### src/rtl/serializer_pkg.sv
// serializer_pkg: shared state encoding and counter sizing for piso_serializer.
// Contents: S_* state codes, state_e FSM type, cnt_width() counter width helper.
package serializer_pkg;
   localparam logic [1:0] S_IDLE  = 2'd0;
   localparam logic [1:0] S_SHIFT = 2'd1;
   localparam logic [1:0] S_DONE  = 2'd2;
   typedef enum logic [1:0] {
      ST_IDLE  = S_IDLE,
      ST_SHIFT = S_SHIFT,
      ST_DONE  = S_DONE
   } state_e;
   // Bits needed to hold a value in 0..n-1, never less than one.
   function automatic int cnt_width(input int n);
      return (n <= 1) ? 1 : $clog2(n);
   endfunction
endpackage

### src/rtl/down_counter_nbit.sv
// down_counter_nbit: loadable down-counter that saturates at zero.
// Ports: clk, clr (sync reset), ld (load in), en (decrement), in (load value),
//        out (current count), zero (count is zero).
module down_counter_nbit #(
   parameter int W = 4
) (
   input  logic         clk,
   input  logic         clr,
   input  logic         ld,
   input  logic         en,
   input  logic [W-1:0] in,
   output logic [W-1:0] out,
   output logic         zero
);
   logic [W-1:0] cnt_q, cnt_d;
   assign out  = cnt_q;
   assign zero = (cnt_q == '0);
   // Decrement only when non-zero, so the count can never wrap.
   always_comb cnt_d = ld ? in : (en && !zero) ? cnt_q - 1'b1 : cnt_q;
   always_ff @(posedge clk) begin
      if (clr) cnt_q <= '0;
      else     cnt_q <= cnt_d;
   end
endmodule

### src/rtl/piso_serializer.sv
// piso_serializer: parallel-in serial-out unloader with load handshake, stall and done pulse.
// Ports: clk, clr (sync reset, highest priority), ld (load request), en (shift enable),
//        in (parallel word), ready (IDLE), busy (SHIFT/DONE), sout (serial bit),
//        sout_valid (SHIFT), done (one-cycle pulse after last bit).
module piso_serializer
   import serializer_pkg::*;
#(
   parameter int N         = 12,
   parameter bit LSB_FIRST = 1'b0
) (
   input  logic         clk,
   input  logic         clr,
   input  logic         ld,
   input  logic         en,
   input  logic [N-1:0] in,
   output logic         ready,
   output logic         busy,
   output logic         sout,
   output logic         sout_valid,
   output logic         done
);
   localparam int CW = cnt_width(N);
   localparam logic [CW-1:0] LAST = CW'(N - 1);
   state_e state_q, state_d;
   logic [N-1:0] sr_q, sr_d;
   logic [CW-1:0] cnt;
   logic cnt_zero;
   logic accept, step;
   assign accept = (state_q == ST_IDLE) && ld;
   assign step   = (state_q == ST_SHIFT) && en;
   down_counter_nbit #(.W(CW)) u_cnt (
      .clk  (clk),
      .clr  (clr),
      .ld   (accept),
      .en   (step),
      .in   (LAST),
      .out  (cnt),
      .zero (cnt_zero)
   );
   always_comb begin
      state_d = state_q;
      case (state_q)
         ST_IDLE:  state_d = ld ? ST_SHIFT : ST_IDLE;
         ST_SHIFT: state_d = (en && cnt_zero) ? ST_DONE : ST_SHIFT;
         ST_DONE:  state_d = ST_IDLE;
         default:  state_d = ST_IDLE;
      endcase
   end
   // Shift toward the output end with zero fill; the last step leaves contents don't-care.
   always_comb begin
      sr_d = sr_q;
      if (accept)                 sr_d = in;
      else if (step && cnt != '0) sr_d = LSB_FIRST ? (sr_q >> 1) : (sr_q << 1);
   end
   always_ff @(posedge clk) begin
      if (clr) begin
         state_q <= ST_IDLE;
         sr_q    <= '0;
      end else begin
         state_q <= state_d;
         sr_q    <= sr_d;
      end
   end
   assign ready      = (state_q == ST_IDLE);
   assign busy       = (state_q == ST_SHIFT) || (state_q == ST_DONE);
   assign sout_valid = (state_q == ST_SHIFT);
   assign done       = (state_q == ST_DONE);
   assign sout       = sout_valid && (LSB_FIRST ? sr_q[0] : sr_q[N-1]);
endmodule

### config.mk
export PLATFORM = sky130hd
export DESIGN_NAME = piso_serializer
export DESIGN_NICKNAME = d
export VERILOG_FILES = /design/src/rtl/serializer_pkg.sv /design/src/rtl/down_counter_nbit.sv /design/src/rtl/piso_serializer.sv
export SDC_FILE = /design/constraint.sdc
export NUM_CORES = 1
export LEC_CHECK = 0
export CAP_MARGIN = 20
export CELL_PAD_IN_SITES_DETAIL_PLACEMENT = 1
export CELL_PAD_IN_SITES_GLOBAL_PLACEMENT = 1
export CORE_MARGIN = 8
export CORE_UTILIZATION = 38
export DETAILED_ROUTE_END_ITERATION = 8
export GPL_TIMING_DRIVEN = 0
export PLACE_DENSITY_LB_ADDON = 0.1
export SYNTH_ARGS = -nofsm -noshare
export SYNTH_HDL_FRONTEND = slang
export SYNTH_HIERARCHICAL = 1
export SYNTH_SLANG_ARGS = --single-unit
export TNS_END_PERCENT = 20
### constraint.sdc
create_clock -name clk -period 2.23 [get_ports clk]
set_input_delay 0.446 -clock clk [delete_from_list [all_inputs] [get_ports clk]]
set_output_delay 0.446 -clock clk [all_outputs]
set_load 0.005 [all_outputs]
==> flow_summary.ini, run 1 <==
[outcome]
status = finished clean

[power_and_ir_drop]
seq_power_share_pct = 44.7
peakVddDrop_uv = 388.2
power_uw = 848.0
power_density_nw_per_um2 = 624.6
switchingPower_uw = 279.6
clockPowerShare_pct = 24.6
intPower_uw = 568.4
pwr-share-comb_pct = 30.7
power_leakage_uw = 0.0004667
swShare_pct = 32.97

[logic_synthesis]
ys_seq_elements = 18
synth_edf_count = 0
syn_area_um2 = 1075
synthTopCellsByArea = dfxtp_1 34%, a311oi_2 11%, nand3_2 9.3%, nor2_1 5.6%, ha_1 4.7%
syn_inst = 115
synth_area_leader_cell = dfxtp_1
ys_warn_count = 6
yosysTopAreaCellShare_pct = 33.53
synth_commonest_cells = 18 x dfxtp_1, 16 x nor2_1, 10 x nand3_2, 9 x o21ai_0
synth_flop_cell = dfxtp_1
synth_cell_types = 34
yosysSeqAreaShare_pct = 33.53
synthArstFlopShare_pct = 0
avgSynthCellArea_um2 = 9.346
yosysMostFrequentCell = dfxtp_1

[setup_path]
path_cells = inv_1 -> ha_1 -> and2_1 -> clkdlybuf4s50_1
crit_buf_inv = 2
max_stage_delay_ps = 490
cpLargestDelayFamily = buffers and inverters
cpMaxStageDelayCell = clkdlybuf4s50_1
rr_startpoint = state_q[1]
setup.worst_path.start = state_q[1]
required_ps = 1780
path_max_fanout = 5
cp-end-kind = output port
path_class = flop to output port
worstPathArrival_ps = 1580
critPathLaunchType = flop

[die]
initial_utilization_pct = 39.31
rows = 19
fp.dieW_um = 69.18
num_io_pins = 21
dieArea_um2 = 4786
core_um2 = 2734
fp.dieH_um = 69.18

[cts]
cts_made_buffers = 3
clk_path_buf_depth = 2
path_clk_slew_ps = 110
htreeDepth = 1
ctsHoldBuffers = 0
clock-root-buffer = clkbuf_4
cts_resized = 0
numClockSinks = 18
cts_tree = yes
postCtsSetupBuffers = 0
worst_skew_pair.late_latency_ps = 300

[worst_hold_path]
hold_class = flop to flop
hp-start = sr_q[0]

[place]
pre_cts_ws_ps = 28.06
dpl.hpwl_um = 2146
portBuffers = 20
gp_congestion = 0.7771

[timing]
finalSetupViolCount = 0
finalHoldViolations = 0
setup_slack_ps = 208.0
period_needed_ps = 2022
rsz0062_at_grt = no
setup-tns-final_ps = 0
fin_crit_sh_pct = 90.67
fmax_mhz = 494.6
skew_ps = 1.404
slew_headroom_pct = 53.19
tightest_slew_ps = 702.2
drv_slew = 0

[routing]
drc = 0
wire_per_inst_um = 16.55
firstDrtPassIters = 3
vias = 930
drtAntennaViolNets = 0
viasPerCell = 5.407
wirelength_um = 2847
drt-initial-drc-count = 24

[run]
cap_violations = 0

[global_routing]
grt_pass1_vias = 1029
grt_antenna_before_repair = 0
grt_util_all_layers_pct = 12.16
grt_max_degree = 17
grt_pass1_wl_um = 4974
grt-ovfl-total = 0

[final_layout]
drive_gt1_share_pct = 23.40
final_nets = 162
syn2layout_area_growth_pct = 26.31
antenna_cells = 0
[sequential cells by signal, summed over array words and instances, names as in the netlist]
signal / count
state_q: 2
u_cnt/out: 4
sr_q: 12
[worst reg2reg max path: cells and delay by family, from the launching register on]
family / cells / cell delay [ps]
AO/OA/AOI/OAI: 1 / 260
adder cells (fa/ha/maj): 1 / 240
AND/OR/NAND/NOR: 2 / 430
flip-flops: 1 / 330
multiplexers: 1 / 110
buffers and inverters: 3 / 480
[cell type report]
class | count | area, µm²
repair buffers | 20 | 200.2
well taps | 31 | 38.79
fillers | 336 | 1376
inverters | 8 | 30.03
plain buffers | 7 | 42.54
multi-input cells | 84 | 649.4
flip-flops and latches | 18 | 360.3
clock buffers | 4 | 36.28
[metal layers]
metal  wire length [µm]  share of wire [%]  up-vias  global-route usage [%]
li1                   -                  -      467                       -
met1               1421                 50      446                   15.12
met2               1320                 46       17                   20.18
met3                106                3.7        0                   4.149
met4                  0                  0        0                   1.367
met5                  0                  0        -                       0
[stage by stage]
step | hold WS (ps) | instance area, µm² | instances | utilization [%]
floorplan | 452.2 | 1082 | 117 | -
global placement | 477.5 | 1321 | 168 | 48.33
detailed placement | 493.9 | 1321 | 168 | 48.33
CTS | 512.2 | 1358 | 172 | 49.66
global route | 527.0 | 1358 | 172 | 49.66
finish | 510.0 | 1358 | 172 | 49.66
[power groups by stage]
| stage | Sequential, µW | Combinational, µW | Clock [µW] |
|---|---|---|---|
| after CTS | 379 | 264 | 218 |
| after global routing | 383 | 286 | 235 |
| after floorplan | 379 | 173 | 0 |
| after global placement | 384 | 254 | 0 |
| final | 379 | 260 | 209 |
| after detailed placement | 387 | 263 | 0 |
[placed cells by master, fill, tap and decap left out, drive strengths merged]
cell type / count
clkdlybuf4s50: 20
dfxtp: 18
nor2: 16
nand3: 12
o21ai: 12
a311oi: 12
inv: 8
nand2: 6
clkbuf: 6
buf: 5
ha: 4
conb: 4
a21oi: 3
and2: 1
nor4: 1
or4: 1
nor3b: 1
o211ai: 1
or3b: 1
and4b: 1
a21boi: 1
nor3: 1
a2111oi: 1
a311o: 1
nor4b: 1
mux2i: 1
a211oi: 1
a21o: 1
[logic make-up (layout without fill, tap and decap cells)]
kind of cell | after synthesis | after routing | share of synthesized area [%]
compound gates | 33 | 33 | 28.06
fa+ha+maj | 4 | 4 | 4.657
buf+inv | 15 | 39 | 6.751
flops | 18 | 18 | 33.53
mux | 1 | 1 | 0.9314
other cells | 2 | 4 | 0.6987
simple gates | 42 | 42 | 25.38
[path summary, 6_finish.rpt]
kind | end | slack [ps] | depth (start not counted)
setup / recovery | sout | 210 | 4
hold / removal | sr_q[1] | 510 | 2
setup reg to reg | u_cnt/out[3] | 290 | 8
hold reg to reg | sr_q[1] | 510 | 2
Note: power is estimated with default switching activity, not from simulation.
==> run 2, diff against run 1 <==
--- a/config.mk
+++ b/config.mk
@@ -8,6 +8,7 @@
 export CAP_MARGIN = 20
 export CELL_PAD_IN_SITES_DETAIL_PLACEMENT = 1
 export CELL_PAD_IN_SITES_GLOBAL_PLACEMENT = 1
+export CORE_ASPECT_RATIO = 0.7
 export CORE_MARGIN = 8
 export CORE_UTILIZATION = 38
 export DETAILED_ROUTE_END_ITERATION = 8
==> constraint.sdc (replaced) <==
create_clock -name clk -period 2 [get_ports clk]
set_input_delay 0.4 -clock clk [delete_from_list [all_inputs] [get_ports clk]]
set_output_delay 0.4 -clock clk [all_outputs]
set_load 0.005 [all_outputs]
==> run 2 against run 1 <==
Effect of this change:
- non-clock buffer count is the same
- sequential share of layout area shrank 0.29 points
- via count shrank 0.43%
- flip-flop and latch count is the same
- power grew 15%
- critical path type unchanged
- global-route usage is essentially flat
==> flow_summary.ini, run 2 (same netlist as run 1, synthesis figures left out) <==
[outcome]
status = finished clean

[cts]
path_clk_slew_ps = 70
cts_made_buffers = 3
cts_tree = yes
clk_path_buf_depth = 2
worst_skew_pair.late_latency_ps = 260
htreeDepth = 1
clock-root-buffer = clkbuf_8
numClockSinks = 18
ctsHoldBuffers = 0

[final_layout]
antenna_cells = 0
fill_cells = 309
drive_gt1_share_pct = 22.86
fin_cells = 176
ff_latch_area_um2 = 360.3
largest_register_ffs = 12
syn2layout_area_growth_pct = 27.71
final_nets = 162
layout_commonest_cell = clkdlybuf4s50_1
largest_register = sr_q
multi_input_area_um2 = 649.4
layout_common_cells = 20 x clkdlybuf4s50_1, 18 x dfxtp_1, 16 x nor2_1
fin_area_um2 = 1373

[worst_hold_path]
hold_class = flop to flop

[setup_path]
required_ps = 1600
worstPathArrival_ps = 1510
path_max_fanout = 5
path_cells = inv_1 -> ha_1 -> and2_1 -> clkdlybuf4s50_1
path_class = flop to output port
cpLargestDelayFamily = buffers and inverters
max_stage_delay_ps = 490
cpMaxStageDelayCell = clkdlybuf4s50_1
cp-end-kind = output port
critPathLaunchType = flop
crit_buf_inv = 2

[power_and_ir_drop]
swShare_pct = 32.44
pwr-share-comb_pct = 29.9
power_leakage_uw = 0.0004681
seq_power_share_pct = 43.3
peakVddDrop_uv = 369.9
power_density_nw_per_um2 = 709.4
switchingPower_uw = 315.9
intPower_uw = 657.8
clockPowerShare_pct = 26.8

[die]
rows = 16
fp.dieH_um = 60.50
fp.dieW_um = 79.57
dieArea_um2 = 4813
num_io_pins = 21
initial_utilization_pct = 39.19
core_um2 = 2743

[timing]
rsz0062_at_grt = no
tightest_slew_ps = 694.0
drv_slew = 0
finalHoldViolations = 0
period_needed_ps = 1910
slew_headroom_pct = 53.73
fin_crit_sh_pct = 95.49
hold_slack_ps = 482.6
fmax_mhz = 523.6
skew_ps = 1.438
finalSetupViolCount = 0

[global_routing]
grt_antenna_before_repair = 0
grt_max_degree = 17
grt_util_all_layers_pct = 12.19
grt_pass1_wl_um = 4595
grt-ovfl-total = 0
grt_pass1_vias = 907

[routing]
wire_per_inst_um = 16.02
viasPerCell = 5.261
drtAntennaViolNets = 0
vias = 926
drt-initial-drc-count = 50
wirelength_um = 2819
drc = 0
firstDrtPassIters = 4

[run]
cap_violations = 0

[place]
gp_congestion = 0.7314
dpl.hpwl_um = 2072
portBuffers = 20
placed_cell_area_um2 = 1328
numPlacedInstances = 173
==> run 2: changes by cell type in the layout (fill, tap and decap cells not counted), sizes merged <==
cell / before / now
clkbuf: 6 / 5
==> run 2: path summary, 6_finish.rpt <==
| path | slack, ps | cells after the start | startpoint | end |
|---|---|---|---|---|
| worst max-delay path | 90 | 4 | state_q[1] | sout |
| worst min-delay path | 480 | 2 | sr_q[11] | sr_q[11] |
| worst max register to register | 150 | 8 | state_q[1] | u_cnt/out[3] |
| worst min register to register | 480 | 2 | sr_q[11] | sr_q[11] |
==> run 2: cell type report <==
cell class	count	share of cell area (%)
Multi-Input combinational cell	84	47.31
Sequential cell	18	26.25
Timing Repair Buffer	20	14.59
Buffer	7	3.373
Tap cell	36	3.282
Clock buffer	3	3.008
Inverter	8	2.188
==> run 2: per-stage QoR <==
stage               utilization, %  total power, µW  setup TNS [ps]  setup WS [ps]
CTS                          49.91            981.0               0          74.44
finish                       50.05            973.7               0          90.25
global placement             48.40            712.4          -645.7         -154.2
global route                 50.05             1030               0          1.957
floorplan                        -            616.2               0          380.5
detailed placement           48.40            719.7          -548.7         -151.9
==> run 2: what timing repair did <==
item                                    in CTS  in global routing
buffers inserted                             0                  0
endpoints found under the setup margin       0                  1
resized for setup                            0                  1
==> run 2: worst min-delay path: cells and delay by family (launching register included) <==
family,cells,cell delay [ps]
flops,1,320
compound gates,2,130
==> run 2: power by group through the flow <==
stage	logic, µW	registers, µW	clock network, µW
2_1_floorplan	193	423	0
3_3_place_gp	284	428	0
3_5_place_dp	291	429	0
4_1_cts	292	421	268
5_1_grt	320	426	284
6_report	291	421	261
==> run 2: metal layers <==
| layer | wire [µm] | part of all wire [%] | vias up | GRT usage [%] |
|---|---|---|---|---|
| li1 | - | - | 465 | - |
| met1 | 1448 | 51 | 439 | 16.98 |
| met2 | 1189 | 42 | 20 | 17.48 |
| met3 | 171 | 6.1 | 2 | 4.290 |
| met4 | 10 | 0.35 | 0 | 2.362 |
| met5 | 0 | 0 | - | 0 |
==> run 3, diff against run 2 <==
--- a/config.mk
+++ b/config.mk
@@ -5,7 +5,6 @@
 export SDC_FILE = /design/constraint.sdc
 export NUM_CORES = 1
 export LEC_CHECK = 0
-export CAP_MARGIN = 20
 export CELL_PAD_IN_SITES_DETAIL_PLACEMENT = 1
 export CELL_PAD_IN_SITES_GLOBAL_PLACEMENT = 1
 export CORE_ASPECT_RATIO = 0.7
==> results of run 3 <==
No change in the layout: final DEF, timing and power equal those of run 2.
